**config.mk**
```make
export PLATFORM = sky130hd
export DESIGN_NAME = sc_regshifter_arbiter
export DESIGN_NICKNAME = d
export VERILOG_FILES = /design/src/rtl/sc_regshifter_arbiter.sv
export SDC_FILE = /design/constraint.sdc
export NUM_CORES = 1
export LEC_CHECK = 0
export ABC_AREA = 1
export CAP_MARGIN = 20
export CORE_MARGIN = 8
export CORE_UTILIZATION = 31
export DETAILED_ROUTE_END_ITERATION = 8
export GPL_TIMING_DRIVEN = 1
export PLACE_DENSITY_LB_ADDON = 0.25
export SYNTH_ARGS = -nofsm -noshare
export SYNTH_HDL_FRONTEND = slang
export SYNTH_SLANG_ARGS = --single-unit
```
**constraint.sdc**
```tcl
create_clock -name SC_RegSHIFTERARB_CLOCK_50 -period 1.7 [get_ports SC_RegSHIFTERARB_CLOCK_50]
set_input_delay 0.34 -clock SC_RegSHIFTERARB_CLOCK_50 [delete_from_list [all_inputs] [get_ports SC_RegSHIFTERARB_CLOCK_50]]
set_output_delay 0.34 -clock SC_RegSHIFTERARB_CLOCK_50 [all_outputs]
set_load 0.005 [all_outputs]
```
**src/rtl/sc_regshifter_arbiter.sv**
```systemverilog
// rtl/sc_regshifter_arbiter.sv - two-requester round-robin arbiter and load/shift sequencer for SC_RegSHIFTER
module sc_regshifter_arbiter #(
    parameter int DATAWIDTH_BUS                  = 32,
    parameter int DATAWIDTH_SHIFTCOUNT           = 5,
    parameter int DATAWIDTH_REGSHIFTER_SELECTION = 2
) (
    input  logic                                      SC_RegSHIFTERARB_CLOCK_50,
    input  logic                                      SC_RegSHIFTERARB_Reset_InLow,
    input  logic                                      SC_RegSHIFTERARB_Req0_InLow,
    input  logic                                      SC_RegSHIFTERARB_Req1_InLow,
    input  logic                                      SC_RegSHIFTERARB_Dir0_In,
    input  logic                                      SC_RegSHIFTERARB_Dir1_In,
    input  logic [DATAWIDTH_SHIFTCOUNT-1:0]           SC_RegSHIFTERARB_Count0_In,
    input  logic [DATAWIDTH_SHIFTCOUNT-1:0]           SC_RegSHIFTERARB_Count1_In,
    input  logic [DATAWIDTH_BUS-1:0]                  SC_RegSHIFTERARB_Data0_In,
    input  logic [DATAWIDTH_BUS-1:0]                  SC_RegSHIFTERARB_Data1_In,
    output logic                                      SC_RegSHIFTERARB_Grant0_Out,
    output logic                                      SC_RegSHIFTERARB_Grant1_Out,
    output logic                                      SC_RegSHIFTERARB_Done0_Out,
    output logic                                      SC_RegSHIFTERARB_Done1_Out,
    output logic                                      SC_RegSHIFTERARB_Busy_Out,
    output logic                                      SC_RegSHIFTERARB_Load_OutLow,
    output logic [DATAWIDTH_REGSHIFTER_SELECTION-1:0] SC_RegSHIFTERARB_ShiftSelection_OutLow,
    output logic [DATAWIDTH_BUS-1:0]                  SC_RegSHIFTERARB_DataBUS_Out
);

    typedef enum logic [1:0] {
        STATE_IDLE,
        STATE_LOAD,
        STATE_SHIFT,
        STATE_DONE
    } state_t;

    localparam logic [DATAWIDTH_REGSHIFTER_SELECTION-1:0] SEL_HOLD  = '0;
    localparam logic [DATAWIDTH_REGSHIFTER_SELECTION-1:0] SEL_LEFT  = DATAWIDTH_REGSHIFTER_SELECTION'(1);
    localparam logic [DATAWIDTH_REGSHIFTER_SELECTION-1:0] SEL_RIGHT = DATAWIDTH_REGSHIFTER_SELECTION'(2);
    localparam logic [DATAWIDTH_SHIFTCOUNT-1:0]           COUNT_ZERO = '0;
    localparam logic [DATAWIDTH_SHIFTCOUNT-1:0]           COUNT_ONE  = DATAWIDTH_SHIFTCOUNT'(1);

    state_t                           stateReg, stateNext;
    logic                             ownerReg, ownerNext;
    logic                             lastServedReg, lastServedNext;
    logic                             dirReg, dirNext;
    logic [DATAWIDTH_SHIFTCOUNT-1:0]  countReg, countNext;
    logic [DATAWIDTH_SHIFTCOUNT-1:0]  counterReg, counterNext;
    logic                             bothRequesting;

    assign bothRequesting = !SC_RegSHIFTERARB_Req0_InLow && !SC_RegSHIFTERARB_Req1_InLow;

    always_ff @(posedge SC_RegSHIFTERARB_CLOCK_50 or negedge SC_RegSHIFTERARB_Reset_InLow) begin
        if (!SC_RegSHIFTERARB_Reset_InLow) begin
            stateReg      <= STATE_IDLE;
            ownerReg      <= 1'b0;
            lastServedReg <= 1'b1;
            dirReg        <= 1'b0;
            countReg      <= COUNT_ZERO;
            counterReg    <= COUNT_ZERO;
        end else begin
            stateReg      <= stateNext;
            ownerReg      <= ownerNext;
            lastServedReg <= lastServedNext;
            dirReg        <= dirNext;
            countReg      <= countNext;
            counterReg    <= counterNext;
        end
    end

    always_comb begin
        stateNext      = stateReg;
        ownerNext      = ownerReg;
        lastServedNext = lastServedReg;
        dirNext        = dirReg;
        countNext      = countReg;
        counterNext    = counterReg;
        case (stateReg)
            STATE_IDLE: begin
                if (!SC_RegSHIFTERARB_Req0_InLow || !SC_RegSHIFTERARB_Req1_InLow) begin
                    // On a tie the requester not served last wins; otherwise Req0 high means Req1 is the one asking.
                    ownerNext = bothRequesting ? ~lastServedReg : SC_RegSHIFTERARB_Req0_InLow;
                    dirNext   = ownerNext ? SC_RegSHIFTERARB_Dir1_In : SC_RegSHIFTERARB_Dir0_In;
                    countNext = ownerNext ? SC_RegSHIFTERARB_Count1_In : SC_RegSHIFTERARB_Count0_In;
                    stateNext = STATE_LOAD;
                end
            end
            STATE_LOAD: begin
                counterNext = countReg;
                stateNext   = (countReg == COUNT_ZERO) ? STATE_DONE : STATE_SHIFT;
            end
            STATE_SHIFT: begin
                counterNext = counterReg - COUNT_ONE;
                if (counterReg == COUNT_ONE) begin
                    stateNext = STATE_DONE;
                end
            end
            STATE_DONE: begin
                lastServedNext = ownerReg;
                stateNext      = STATE_IDLE;
            end
            default: stateNext = STATE_IDLE;
        endcase
    end

    always_comb begin
        SC_RegSHIFTERARB_Grant0_Out            = 1'b0;
        SC_RegSHIFTERARB_Grant1_Out            = 1'b0;
        SC_RegSHIFTERARB_Done0_Out             = 1'b0;
        SC_RegSHIFTERARB_Done1_Out             = 1'b0;
        SC_RegSHIFTERARB_Busy_Out              = (stateReg != STATE_IDLE);
        SC_RegSHIFTERARB_Load_OutLow           = (stateReg != STATE_LOAD);
        SC_RegSHIFTERARB_ShiftSelection_OutLow = SEL_HOLD;
        SC_RegSHIFTERARB_DataBUS_Out           = '0;
        if (stateReg != STATE_IDLE) begin
            SC_RegSHIFTERARB_Grant0_Out  = !ownerReg;
            SC_RegSHIFTERARB_Grant1_Out  = ownerReg;
            SC_RegSHIFTERARB_DataBUS_Out = ownerReg ? SC_RegSHIFTERARB_Data1_In : SC_RegSHIFTERARB_Data0_In;
        end
        if (stateReg == STATE_SHIFT) begin
            SC_RegSHIFTERARB_ShiftSelection_OutLow = dirReg ? SEL_RIGHT : SEL_LEFT;
        end
        if (stateReg == STATE_DONE) begin
            SC_RegSHIFTERARB_Done0_Out = !ownerReg;
            SC_RegSHIFTERARB_Done1_Out = ownerReg;
        end
    end

endmodule

```
# After elaboration in Yosys (flattened, before gate mapping)
# Cells that the tools add are included.
word_totals:
  regBits: 15
  inputBits: 80
  output_inout_bits: 40
op_classes:
  mux: 16
  bitwise: 1
  add_sub_neg: 1
  eq_ne: 7
  reduce_logical: 11
op_table:
  columns: ["operator", "n"]
  rows:
  - ["$mux 32", 2]
  - ["$pmux 5 s2", 1]
  - ["$mux 2", 4]
  - ["$pmux 2 s4", 1]
  - ["$mux 1", 7]
  - ["$eq 5x1->1 const B", 1]
  - ["$logic_not 5->1", 1]
  - ["$mux 5", 1]
  - ["$sub 5x1->5 const B", 1]
  - ["$eq 2x2->1 const B", 2]
  - ["$ne 2x2->1 const B", 2]
  - ["$reduce_and 2->1", 2]
  - ["$reduce_bool 2->1", 2]
  - ["$logic_not 1->1", 3]
  - ["$eq 2x1->1 const B", 1]
  - ["$logic_not 2->1", 1]
  - ["$ne 2x1->1 const B", 1]
  - ["$logic_and 1x1->1", 1]
  - ["$logic_or 1x1->1", 1]
  - ["$not 1->1", 1]

# Depth between registers and ports, before layout
depth:
  word_depth: 4
  ltp_mapped: 9

# Worst setup path before layout
# Ideal clock, no wire load.
synth_timing:
  kind: "reg2out"
  from: "reg stateReg[0]"
  to: "out SC_RegSHIFTERARB_DataBUS_Out[20]"
  path_stages_with_launch: 6
  t_required_ps: 1360
  t_arrival_ps: 1230
  path_slack_ps: 130
  path_cell_list: "dfrtp_1 > inv_1 > ha_1 > nor2_2 > buf_2 > a22o_1"
synth_between:
  elab_chain_cells: 2
synth_rtl:
  columns: ["element", "line_no", "text"]
  rows:
  - ["start: declaration", "40", "state_t stateReg, stateNext;"]
  - ["start signal: assignment", "59", "stateReg <= stateNext;"]
  - ["$reduce_bool 2->1", "112", "if (stateReg != STATE_IDLE) begin"]
  - ["$mux 32", "112", null]
  - ["end: declaration", "24", "output logic [DATAWIDTH_BUS-1:0] SC_RegSHIFTERARB_DataBUS_Out"]
# No other way between the ends.

# Worst setup path in the final report
layout_timing:
  from: "reg stateReg[0]"
  to: "out SC_RegSHIFTERARB_DataBUS_Out[21]"
# The elaborated chain is that of the path after synthesis.

==> run metrics <==
Worst-Skew Late Latency=0.25 ns; max-slew violations=0; die footprint=6530 sq um; Die Y-Extent=80.8 microns; DRT antenna net count=0; Max Buffers Root-to-Sink=2; Cells after Synth=173; Remaining DRCs=0; Worst Skew=around 0.0015 ns; P_sw=0.00223 W; Internal Pwr Total=0.00323 W; worst setup margin=-0.310 ns; final std cells w/o fill=~380; Seq/Total Area, Yosys=28.9%; Post-synth top cells=nand2_1 (42), a22o_1 (32), inv_1 (18), nor2_1 (16), dfrtp_1 (14); fin crit share=118%; FF+latch count, synth=15; power share of the clock group=roughly 5.4%; top_reg_cell synth=dfrtp_1; Ports=120; top-area cell type share of the netlist area=26.9%; top-count cell post-synth=nand2_1; Synth area leaders=dfrtp_1 (27%), a22o_1 (22%), nand2_1 (12%), ha_1 (5.8%), inv_1 (5.2%); worst-margin pin slew=between 0.3 and 0.4 ns; setup violators final=34; IO buf count=119; wl on met1=2.69 mm; DRT iter0 DRCs=63; Routed WL per cell=18.7 microns; relative slew slack=78.6%; Synth cell types=22; ys async rst share=100%; WP data required=about 1.4 ns; setup tns final=-7.58 ns; clock sink count=15; post-DP HPWL=approximately 5.2 mm; WP data arrival=1.67 ns; die outline width=80.8 microns; RSZ-0062 raised after global routing=yes; dpl cells=349; Cell Area, Synth=about 1300 sq um; routability congestion estimate=0.863; Worst Setup Start Kind=flop; Tmin final=2.01 ns; share of layout cells above drive strength 1=32.8%; Post-synth EDFFs=0; Crit. End Element=primary output; clock-pin slew on the worst setup and hold paths=0.06 ns; syn avg cell area=7.53 sq um; largest net degree at the start of global routing=16; Syn. warnings=0; status=finished with violations; initial antenna violation count=0; syn nets=~260; uppermost layer routed=met4; worst slack at placement=-0.325 ns; Starting Density=32.3%; Fin. Hold Viols=0; sequential fraction of design power=13.1%; Post-Route WL=7.10 mm; antenna cells=0; MaxCap Viol Count=0; Synth Area in Compound Gates=between 30% and 40%; Tot GR Track Use=19.5%; combinational power share=81.6%; total number of vias=1887; Synth Area in Simple Gates=22.4%; Final nets=~420; Site Rows=23; largest area contributor in the netlist=dfrtp_1; Sw Ratio=40.9%; xor and xnor area share after synthesis=0%; root buffer cell=clkbuf_8; DR WL met3=461 microns; Peak VDD IR=919 uV; H-tree Lvls=1; CTS tree=done; CP Class=reg -> out; Worst Path Max Fanout=7; DRT Pass-1 Iters=4; PwrDens=1880 nW/um^2; vias in the first global route=around 1800; number of vias per cell=4.98; DR WL met2=3.83 mm; failing checks=setup timing; FMAX=498 MHz; # fillers=310; largest family of logic cells by synthesized area=compound AO/OA/AOI/OAI gates; min-delay worst type=in -> async; Core ar.=4030 sq um; area grow syn2layout=124%; total gr overflow=0; Adder-Cell Fraction of Synth Area=5.76%; first-pass GRT wire length=10.0 mm; Pleak=1.44 nW; post-synthesis mux area share=0%; cts bufs inserted=3
-- cells in the final DEF, fill, tap and decap left out, drive strengths merged --
| cell type | instances |
|---|---|
| clkdlybuf4s50 | 79 |
| buf | 76 |
| nand2 | 45 |
| a22o | 32 |
| inv | 22 |
| nor2 | 17 |
| dfrtp | 14 |
| o21ai | 14 |
| clkbuf | 7 |
| nand3 | 6 |
| ha | 6 |
| a21oi | 4 |
| o21bai | 1 |
| nor3 | 1 |
| nand4 | 1 |
| nand3b | 1 |
| dfstp | 1 |
| dlygate4sd2 | 1 |
| clkdlybuf4s15 | 1 |
-- through the flow --
stage	instance area [sq um]	util (%)	hold slack [ns]	total power, W
floorplan	1300	-	0.0444	0.00237
global placement	2640	65.6	0.468	0.00423
detailed placement	2640	65.6	0.472	0.00427
CTS	2810	69.8	0.407	0.00507
global route	2920	72.4	0.427	0.00584
finish	2920	72.4	0.400	0.00547
-- worst paths after layout --
path	depth (start not counted)	endpoint	slack [ns]	start
min	2	counterReg[1]	0.40	SC_RegSHIFTERARB_Reset_InLow
max in group asynchronous	2	lastServedReg	1.06	SC_RegSHIFTERARB_Reset_InLow
min reg2reg	2	lastServedReg	0.48	lastServedReg
max	8	SC_RegSHIFTERARB_DataBUS_Out[21]	-0.31	stateReg[0]
min in group SC_RegSHIFTERARB_CLOCK_50	2	lastServedReg	0.48	lastServedReg
max reg2reg	13	stateReg[0]	0.10	stateReg[1]
-- timing repair --
action,CTS,global route
setup endpoints to repair,40,38
hold buffers,0,0
pin swaps,5,6
setup buffers,16,6
gates cloned,4,2
gates resized for setup,170,14
-- logic make-up (layout without fill, tap and decap cells) --
group                    count (synthesis)  count (layout)
AO/OA/AOI/OAI                           51              51
adder cells (fa/ha/maj)                  6               6
buffers and inverters                   30             186
flip-flops                              15              15
AND/OR/NAND/NOR                         71              71
-- power groups by stage --
| stage | clock [W] | combinational [W] | sequential [W] |
|---|---|---|---|
| 2_1_floorplan | 0 | 0.00169 | 0.000684 |
| 3_3_place_gp | 0 | 0.00353 | 0.000701 |
| 3_5_place_dp | 0 | 0.00357 | 0.000705 |
| 4_1_cts | 0.000295 | 0.00407 | 0.000708 |
| 5_1_grt | 0.000309 | 0.00480 | 0.000737 |
| 6_report | 0.000293 | 0.00446 | 0.000714 |
-- sequential cells by signal, summed over array words and instances, names as in the netlist --
signal and count:
stateReg 2, lastServedReg 1, ownerReg 1, dirReg 1, counterReg 5, countReg 5
-- layout make-up --
cell class                      instances  area, sq um  share of cell area (%)
Tap cell                               50         62.6                    2.15
Inverter                               22         85.1                    2.92
Sequential cell                        15          377                    12.9
Multi-Input combinational cell        128          841                    28.8
Clock buffer                            4         45.0                    1.55
Timing Repair Buffer                  160         1510                    51.6
-- critical path, stage by stage (launching register included) --
cell	delay [ns]
dfrtp_1	0.38
inv_2	0.09
ha_4	0.16
nor2_4	0.05
buf_12	0.13
buf_16	0.13
buf_6	0.11
a22o_1	0.22
buf_2	0.15
-- metal layers --
metal | track usage (%) | vias to the layer above
met1 | 21.5 | 873
met4 | 6.43 | 0
li1 | - | 908
met2 | 36.3 | 94
met3 | 4.08 | 12
met5 | 0 | -
No activity file was read; power rests on OpenSTA's default activity.
